===== src/rtl/timer_counter.sv =====
// -----------------------------------------------------------------------------
// timer_counter
//
// Free-running up-counter with a power-of-two clock prescaler.
// The timer register block upstream uses it to refresh TDR0/TDR1 and to
// evaluate compare match. The counter advances by one on every prescaler
// tick. Load, restart, halt and disable controls can override that increment.
//
// Ports
//   sys_clk         clock
//   sys_rst_n       asynchronous active-low reset
//   timer_en        counting enable
//   div_en          prescaler enable
//   div_val         prescale exponent, tick period = 2^div_val cycles
//                   (values above MAX_DIV are treated as MAX_DIV)
//   cnt_tdr         load value
//   cnt_tdr_en      load strobe; wins over every other control
//   cnt_clr         compare-match pulse, restarts the prescaler phase
//   timer_en_nedge  timer_en falling-edge pulse, returns counter to 0
//   halt_en         debug halt, freezes counter and prescaler
//   count           registered counter value
//   cnt_update      registered one-cycle strobe, high while the freshly
//                   incremented count is visible on count
// -----------------------------------------------------------------------------
module timer_counter #(
    parameter int CNT_W   = 64,
    parameter int DIV_W   = 4,
    parameter int MAX_DIV = 8
) (
    input  logic             sys_clk,
    input  logic             sys_rst_n,
    input  logic             timer_en,
    input  logic             div_en,
    input  logic [DIV_W-1:0] div_val,
    input  logic [CNT_W-1:0] cnt_tdr,
    input  logic             cnt_tdr_en,
    input  logic             cnt_clr,
    input  logic             timer_en_nedge,
    input  logic             halt_en,
    output logic [CNT_W-1:0] count,
    output logic             cnt_update
);

    localparam logic [DIV_W-1:0] MAX_DIV_V = DIV_W'(MAX_DIV);

    logic [CNT_W-1:0]   count_q, count_d;
    logic               cnt_update_q, cnt_update_d;
    logic [MAX_DIV-1:0] pcnt_q, pcnt_d;

    logic [DIV_W-1:0]   div_eff;
    logic [MAX_DIV-1:0] pcnt_term;
    logic               tick;

    // Out-of-range exponents are clamped so the terminal count always fits
    // in the prescaler.
    assign div_eff = (div_val > MAX_DIV_V) ? MAX_DIV_V : div_val;

    // Terminal count (2^div_eff)-1 built as a thermometer mask. This avoids
    // a shift that would overflow the prescaler width when div_eff == MAX_DIV.
    for (genvar gi = 0; gi < MAX_DIV; gi++) begin : g_term
        assign pcnt_term[gi] = (DIV_W'(gi) < div_eff);
    end

    // An exact compare is used instead of a ">=" compare. When the period
    // shrinks while the prescaler is already past the new terminal count,
    // the prescaler runs on to its natural wrap before it ticks.
    assign tick = ~div_en | (div_eff == '0) | (pcnt_q == pcnt_term);

    always_comb begin
        count_d      = count_q;
        pcnt_d       = pcnt_q;
        cnt_update_d = 1'b0;
        if (cnt_tdr_en) begin
            count_d = cnt_tdr;
            pcnt_d  = '0;
        end else if (timer_en_nedge) begin
            count_d = '0;
            pcnt_d  = '0;
        end else if (halt_en) begin
            // Everything frozen. After release, the prescaler resumes from
            // the same phase.
            count_d = count_q;
        end else if (!timer_en) begin
            pcnt_d = '0;
        end else if (tick) begin
            // A tick also covers a coincident cnt_clr, because both
            // restart the prescaler phase.
            count_d      = count_q + CNT_W'(1);
            pcnt_d       = '0;
            cnt_update_d = 1'b1;
        end else if (cnt_clr) begin
            pcnt_d = '0;
        end else begin
            pcnt_d = pcnt_q + MAX_DIV'(1);
        end
    end

    always_ff @(posedge sys_clk or negedge sys_rst_n) begin
        if (!sys_rst_n) begin
            count_q      <= '0;
            pcnt_q       <= '0;
            cnt_update_q <= 1'b0;
        end else begin
            count_q      <= count_d;
            pcnt_q       <= pcnt_d;
            cnt_update_q <= cnt_update_d;
        end
    end

    assign count      = count_q;
    assign cnt_update = cnt_update_q;

endmodule


===== config.mk =====
export PLATFORM = sky130hd
export DESIGN_NAME = timer_counter
export DESIGN_NICKNAME = d
export VERILOG_FILES = /design/src/rtl/timer_counter.sv
export SDC_FILE = /design/constraint.sdc
export NUM_CORES = 1
export LEC_CHECK = 0
export CAP_MARGIN = 25
export CORE_ASPECT_RATIO = 1.75
export CORE_UTILIZATION = 53
export CTS_BUF_LIST = sky130_fd_sc_hd__clkbuf_16
export CTS_CLUSTER_DIAMETER = 200
export DETAILED_ROUTE_END_ITERATION = 10
export PLACE_DENSITY = 0.83
export SYNTH_ARGS = -nofsm -noshare
export SYNTH_HDL_FRONTEND = slang
export SYNTH_SLANG_ARGS = --single-unit

===== constraint.sdc =====
create_clock -name sys_clk -period 3.5 [get_ports sys_clk]
set_input_delay 0.7 -clock sys_clk [delete_from_list [all_inputs] [get_ports sys_clk]]
set_output_delay 0.7 -clock sys_clk [all_outputs]
set_load 0.05 [all_outputs]

* Word level (Yosys, flattened, before mapping) *
Index checks and enable logic that the tools add are counted.

storage, ports and cells
  bits in registers = 73
  word-level logic and storage cells = 40
  input port bits = 76
  output and inout port bits = 65

operators by class
  multiplexer cells = 17
  add/subtract/negate cells = 2
  equality and inequality tests = 2
  reduce and logical (&&, ||, !) cells = 4
  order comparisons = 9
  bitwise operators = 3

operators with widths
  kind                                                                  count
  64-bit 2-to-1 mux                                                     5
  64-bit by 1-bit adder with 64-bit output (second input constant)      1
  8-bit 2-to-1 mux                                                      6
  3-bit by 4-bit < comparator with 1-bit output (first input constant)  4
  8-bit by 1-bit adder with 8-bit output (second input constant)        1
  8-bit == test                                                         1
  1-bit by 4-bit < comparator with 1-bit output (first input constant)  2
  2-bit by 4-bit < comparator with 1-bit output (first input constant)  2
  3-bit nonzero test                                                    2
  1-bit 2-to-1 mux                                                      5
  4-bit > comparator (second input constant)                            1
  4-bit zero test                                                       1
  4-bit 2-to-1 mux                                                      1
  3-bit inequality test (second input constant)                         1
  3-bit AND reduction                                                   1
  1-bit bitwise OR                                                      2
  1-bit NOT                                                             1

* Longest topological paths before layout *
Gate-level depths: netlist of run 1.

  depth in word-level cells = 10
  gate-level depth with buffers = 9
  depth with buffers taken out = 7

* Worst setup path before layout of run 1 *
Ideal clock, no wire load.

  path kind = flip-flop to flip-flop
  start = reg count_q[0] (netlist: count[0])
  end = reg count_q[58] (netlist: count[58])
  period minus slack after synthesis = 2.598 ns
  data required time = 3.374 ns
  setup slack = 0.902 ns
  cell stages (with the launch flop) = 9
  data arrival time = 2.472 ns
  setup time = 0.126 ns
  buffers on the path = 1
  cells stage by stage = dfrtp_1 -> ha_1 -> nand2_1 -> nor4_4 -> and2_1 -> clkbuf_1 -> nand3_1 -> o311a_1 -> a221o_1

between the ends
  cells in the longest elaborated chain, start to end = 6

RTL lines
  item                                      RTL line  RTL
  from (decl)                               46        logic [CNT_W-1:0] count_q, count_d;
  from (signal assigned)                    104       count_q <= count_d;
  64-bit by 1-bit adder with 64-bit output  88        count_d = count_q + CNT_W'(1);
  64-bit 2-to-1 mux                         85        end else if (tick) begin
  64-bit 2-to-1 mux                         83        end else if (!timer_en) begin
  64-bit 2-to-1 mux                         79        end else if (halt_en) begin
  64-bit 2-to-1 mux                         76        end else if (timer_en_nedge) begin
  64-bit 2-to-1 mux                         73        if (cnt_tdr_en) begin

No other way between the ends. The select of a mux whose other input is x is not followed.
A chain may end at the register's enable or synchronous reset.

* Final worst setup path of run 1 *
  start = in div_val[3]
  end = reg count_q[37] (netlist: count[37])

between the ends
  cells in the longest elaborated chain, start to end = 7
  elaborated cells on any way between the ends = 16
  those cells by class = 9 x order compare; 1 x eq/ne; 1 x mux; 2 x bitwise; 3 x reduce/logical

RTL lines
  item                                                                         RTL line  RTL
  from (decl)                                                                  34        input logic [DIV_W-1:0] div_val,
  4-bit > comparator                                                           56        assign div_eff = (div_val > MAX_DIV_V) ? MAX_DIV_V : div_val;
  4-bit 2-to-1 mux *                                                           56
  1-bit by 4-bit < comparator with 1-bit output, or another cell as far along  61        assign pcnt_term[gi] = (DIV_W'(gi) < div_eff);
  8-bit == test or 1-bit bitwise OR (tied branches)                            67        assign tick = ~div_en | (div_eff == '0) | (pcnt_q == pcnt_term);
  1-bit bitwise OR *                                                           67
  3-bit nonzero test (no source line) *                                        -
  3-bit AND reduction (no source line) *                                       -

Every way passes the cells marked *; elsewhere a longest branch is shown, timed or not.

==> impl_metrics.tcl, run 1 <==
set metrics [dict create \
    ant_nets 0 \
    r2r_end "count[56]" \
    worstPathCellList "clkdlybuf4s50_1 > nor4_4 > xnor2_1 > a211o_1 > o21ba_2 > o21ai_0 > o211a_1" \
    r2r_slack_ps 740 \
    worst_clock_skew_ps 8.22 \
    clkSlewWorstSetupHoldPaths_ps 60 \
    fin_crit_ps 2990 \
    irDropWorstVdd_v 0.000340 \
    ys_warn_count 0 \
    r2r_cells 7 \
    p_int_w 0.00186 \
    routed_wl_um 19200 \
    wl_per_cell_um 21.1 \
    power_frac_seq 0.365 \
    multi_input_area_um2 3220 \
    clock-sinks 73 \
    synth-edff-count 0 \
    post_cts_buffers 0 \
    rows 47 \
    start_util 0.551 \
    hp-class "in -> async" \
    yosys.area.top_type "dfrtp_1" \
    synth_ff_type "dfrtp_1" \
    rsz0062_at_grt "no" \
    dp_hpwl_um 13600 \
    vias_per_cell 7.03 \
    worstMarginPinSlew_ps 905 \
    switching_share 0.326 \
    cts_tree "built" \
    path_max_fanout 10 \
    stdcell_count 910 \
    synth_cell_types 67 \
    drc 0 \
    async_flop_share 1.00 \
    drt_iter0_drc 684 \
    io_pins 141 \
    numPortBuffers 140 \
    arrival_ps 3260 \
    pwr-share-clk 0.381 \
    setup_viol 0 \
    slew_headroom 0.390 \
    grt_pass1_wl_um 30600 \
    dieArea_um2 10300 \
    final_nets 861 \
    hold_viol_final 0 \
    cts_root_buf "clkbuf_16" \
    synth.ff_latch_count 73 \
    post-route-period-util 0.854 \
    syn_nets 732 \
    start_kind "input pin" \
    vias 6396 \
    synth_top_area_share 0.348 \
    ys_seq_area_frac 0.348 \
    die_y_um 134 \
    htreeDepth 3 \
    synth.area.top_cells "dfrtp_1 35%, nand2_1 6.5%, nand3_1 6.0%" \
    die_width_um 77.2 \
    layout-drive-gt1-share 0.0838 \
    antenna_found_initial 0 \
    critPathRequiredTime_ps 3770 \
    post_cts_resized 0 \
    seqCellArea_um2 1830 \
    grt_max_degree 74 \
    clock_latency_ps 340 \
    grt_overflow_total 0 \
    area_growth_pct 36.5 \
    diodes 0 \
    r2r_start "count[0]" \
    leakage_nw 2.67 \
    grt_pass1_vias 6255 \
    slowest_delay_ps 730 \
    core_region_area_um2 9530 \
    slew_violations 0 \
    track_usage 0.374 \
    worstSetupPathType "in -> reg" \
    fmax_mhz 334 \
    synth_area_per_cell_um2 8.03 \
    setup_tns_ps 0 \
    outcome "finished clean" \
    routabilityCongestion 0.925 \
    numCtsBuffers 9 \
    cts.path.max_buffers 2 \
    cpMaxStageDelayCell "o21ai_0" \
    fillers 752 \
    max_cap_violations 0 \
    p_per_area_nw_per_um2 385 \
    syn_area_um2 5250 \
    cts_hold_buf 0 \
    cp-end-kind "flop" \
    dr.pass1.iters 6 \
    p_comb_frac 0.254 \
    syn_inst 654 \
    power.switching_w 0.000900 \
    dp.cells 894 \
]
worst max-delay path by stage:
| stage | startpoint | cells after the start | end |
|---|---|---|---|
| global placement | div_val[3] | 7 | count[54] |
| floorplan | count[0] | 8 | count[58] |
| global route | div_val[3] | 8 | count[49] |
| finish | div_val[3] | 7 | count[37] |
| CTS | div_val[3] | 8 | count[49] |
| detailed placement | div_val[3] | 7 | count[54] |
synthesized netlist by cell type (8+ instances only):
cell       n
inv_1      8
a221o_1   10
a31oi_1   15
nor3_1    38
buf_2      9
nand4_1   33
and3_1    13
dfrtp_1   73
nor2_1    48
a21oi_1   26
clkbuf_1  36
a32oi_1   12
nand3_1   63
o311ai_0  10
o211ai_1  30
or4_1     13
o21ai_0    8
nand2_1   91
layer usage:
| layer | up-vias | track usage | part of all wire |
|---|---|---|---|
| li1 | 2810 | - | - |
| met1 | 3033 | 0.416 | 0.35 |
| met2 | 453 | 0.648 | 0.52 |
| met3 | 100 | 0.0582 | 0.082 |
| met4 | 0 | 0.248 | 0.052 |
| met5 | - | 0 | 0 |
state kept, by name, indices dropped and copies added (netlist names):
| name | flops |
|---|---|
| count | 64 |
| cnt_update | 1 |
| pcnt_q | 8 |
layout by cell type (no fill, tap or decap), types with 3 or more instances in the layout:
cell	Yosys	layout
a211o_1	4	4
a211oi_1	6	6
a21oi_1	26	26
a221o_1	10	10
a31oi_1	15	15
a32o_1	3	3
a32oi_1	12	12
and2_1	7	7
and3_1	13	13
buf_12	0	3
buf_4	0	21
bufinv_16	0	3
clkbuf_16	0	9
clkdlybuf4s50_1	0	138
dfrtp_1	73	73
inv_1	8	9
nand2_1	91	91
nand2b_1	3	3
nand3_1	63	63
nand3b_1	6	6
nand4_1	33	33
nand4b_1	4	4
nor2_1	48	47
nor3_1	38	38
nor3_2	3	3
nor4_1	7	7
nor4b_1	3	3
o211a_1	3	3
o211ai_1	30	30
o21a_1	3	3
o21ai_0	8	8
o311a_1	7	7
o311ai_0	10	10
o31ai_1	4	4
or2_2	5	5
or3_1	5	5
or4_1	13	13
per-stage QoR:
stage	area [um2]	total power (W)	hold WS, ps	util	worst slack, ps
after floorplan	5250	0.00139	404	-	902
after global placement	6840	0.00170	536	0.717	321
after detailed placement	6840	0.00171	570	0.717	228
after CTS	7170	0.00275	501	0.753	568
after global routing	7170	0.00284	532	0.753	433
final	7170	0.00276	477	0.753	509
final cells by class:
cell class,count,share of cell area
Clock inverter,7,0.0154
Timing Repair Buffer,164,0.224
Sequential cell,73,0.255
Tap cell,122,0.0213
Clock buffer,9,0.0314
Inverter,8,0.00419
Multi-Input combinational cell,527,0.449
power groups by stage:
stage	Sequential (W)	Combinational, W	Clock, W
floorplan	0.00120	0.000191	0
global placement	0.00101	0.000685	0
detailed placement	0.00101	0.000695	0
CTS	0.00100	0.000699	0.00105
global route	0.00101	0.000736	0.00109
finish	0.00101	0.000701	0.00105
worst max-delay path: cells and delay by family:
kind | cells | cell delay [ps]
AND/OR/NAND/NOR | 1 | 310
buffers and inverters | 1 | 600
AO/OA/AOI/OAI | 4 | 1540
XOR/XNOR | 1 | 100
kinds of logic after synthesis:
group,share of synthesized area
fa+ha+maj,0.00476
xor+xnor,0.00500
compound gates,0.227
simple gates,0.374
buf+inv,0.0422
flops,0.348
No activity file was read; power rests on OpenSTA's default activity.
==> inputs of run 2 (changes only) <==
==> constraint.sdc (replaced) <==
create_clock -name sys_clk -period 3.5 [get_ports sys_clk]
set_input_delay 0.525 -clock sys_clk [delete_from_list [all_inputs] [get_ports sys_clk]]
set_output_delay 0.525 -clock sys_clk [all_outputs]
set_load 0.05 [all_outputs]
==> impl_metrics.tcl, run 2 (synthesis gave the netlist of run 1 again) <==
set metrics [dict create \
    outcome "finished clean" \
    setup_tns_ps 0 \
    max_cap_violations 0 \
    dp_hpwl_um 13500 \
    grt_max_degree 80 \
    area_growth_pct 35.5 \
    fillers 772 \
    final_nets 857 \
    slew_headroom 0.374 \
    post_cts_buffers 0 \
    cts_hold_buf 0 \
    slowest_delay_ps 600 \
    fin_crit_ps 2750 \
    p_per_area_nw_per_um2 379 \
    cts_tree "built" \
    rsz0062_at_grt "no" \
    final_common_cell "clkdlybuf4s50_1" \
    rows 47 \
    crit_cells 8 \
    die_width_um 77.2 \
    worst_clock_skew_ps 6.61 \
    cts.path.max_buffers 2 \
    cp-end-kind "flop" \
    routabilityCongestion 0.933 \
    power_w 0.00270 \
    grt_pass1_vias 6241 \
    vias 6304 \
    drt_iter0_drc 598 \
    die_y_um 134 \
    final_cell_mix "138 x clkdlybuf4s50_1, 91 x nand2_1, 73 x dfrtp_1" \
    leakage_nw 2.64 \
    r2r_start "count[0]" \
    clock_latency_ps 340 \
    placed_area_um2 6810 \
    start_util 0.551 \
    antenna_found_initial 0 \
    irDropWorstVdd_v 0.000261 \
    htreeDepth 3 \
    hp-class "in -> async" \
    cp_num_buf_inv 2 \
    r2r_end "count[56]" \
    dr.pass1.iters 5 \
    vias_per_cell 6.96 \
    worstMarginPinSlew_ps 940 \
    layout-drive-gt1-share 0.0778 \
    grt_overflow_total 0 \
    path_max_fanout 36 \
    numPortBuffers 140 \
    r2r_slack_ps 780 \
    post-route-period-util 0.786 \
    grt_pass1_wl_um 31000 \
    r2r_cells 7 \
    clkSlewWorstSetupHoldPaths_ps 60 \
    hold_viol_final 0 \
    arrival_ps 2970 \
    diodes 0 \
    fmax_mhz 364 \
    worstSetupPathType "in -> reg" \
    clock-sinks 73 \
    cts_root_buf "clkbuf_16" \
    slew_violations 0 \
    io_pins 141 \
    wl_per_cell_um 21.3 \
    cp-startpoint "div_val[3]" \
    critPathTopFamily "compound AO/OA/AOI/OAI gates" \
    fin_area_um2 7120 \
    dieArea_um2 10300 \
    routed_wl_um 19300 \
    setup_viol 0 \
    cpMaxStageDelayCell "clkdlybuf4s50_1" \
    post_cts_resized 0 \
    core_region_area_um2 9530 \
    critPathRequiredTime_ps 3720 \
    ant_nets 0 \
    track_usage 0.379 \
    drc 0 \
    start_kind "input pin" \
    worstPathCellList "clkdlybuf4s50_1 > nor4_4 > xnor2_1 > a211o_1 > o21ba_2 > buf_4 > o311a_1 > a221o_1" \
    numCtsBuffers 9 \
    cp-endpoint "count[5]" \
    utilization 0.747 \
    largest_reg_flops 64 \
]
[run 2: stage by stage]
stage	instances	setup WS, ps	hold WS, ps
detailed placement	890	422	579
global placement	890	477	561
CTS	906	766	337
finish	906	749	330
floorplan	654	902	229
global route	906	523	375
[run 2: where the power goes]
group	switching [W]	total (W)	leakage (nW)	internal, W
logic	0.000436	0.000698	1.54	0.000263
registers	0.000102	0.00100	0.938	0.000902
clock network	0.000378	0.000996	0.156	0.000618
[run 2: worst min path at each step]
stage	startpoint	to	slack, ps
2_1_floorplan	sys_rst_n	cnt_update	230
3_3_place_gp	count[63]	count[63]	560
3_5_place_dp	pcnt_q[3]	pcnt_q[3]	580
4_1_cts	sys_rst_n	pcnt_q[0]	340
5_1_grt	sys_rst_n	pcnt_q[0]	370
6_report	sys_rst_n	pcnt_q[5]	330
[run 2: area by class of cell]
class                           instances  area [um2]  share of cell area
Multi-Input combinational cell        527        3220               0.452
Tap cell                              122         153              0.0214
Clock buffer                            9         225              0.0316
Timing Repair Buffer                  160        1580               0.222
Clock inverter                          7        87.6              0.0123
Sequential cell                        73        1830               0.257
Inverter                                8        30.0             0.00422
[run 2: metal layers]
metal | routed length, um | track usage
met1 | 6840 | 0.438
met2 | 10200 | 0.649
met3 | 1470 | 0.0507
met4 | 846 | 0.245
met5 | 0 | 0
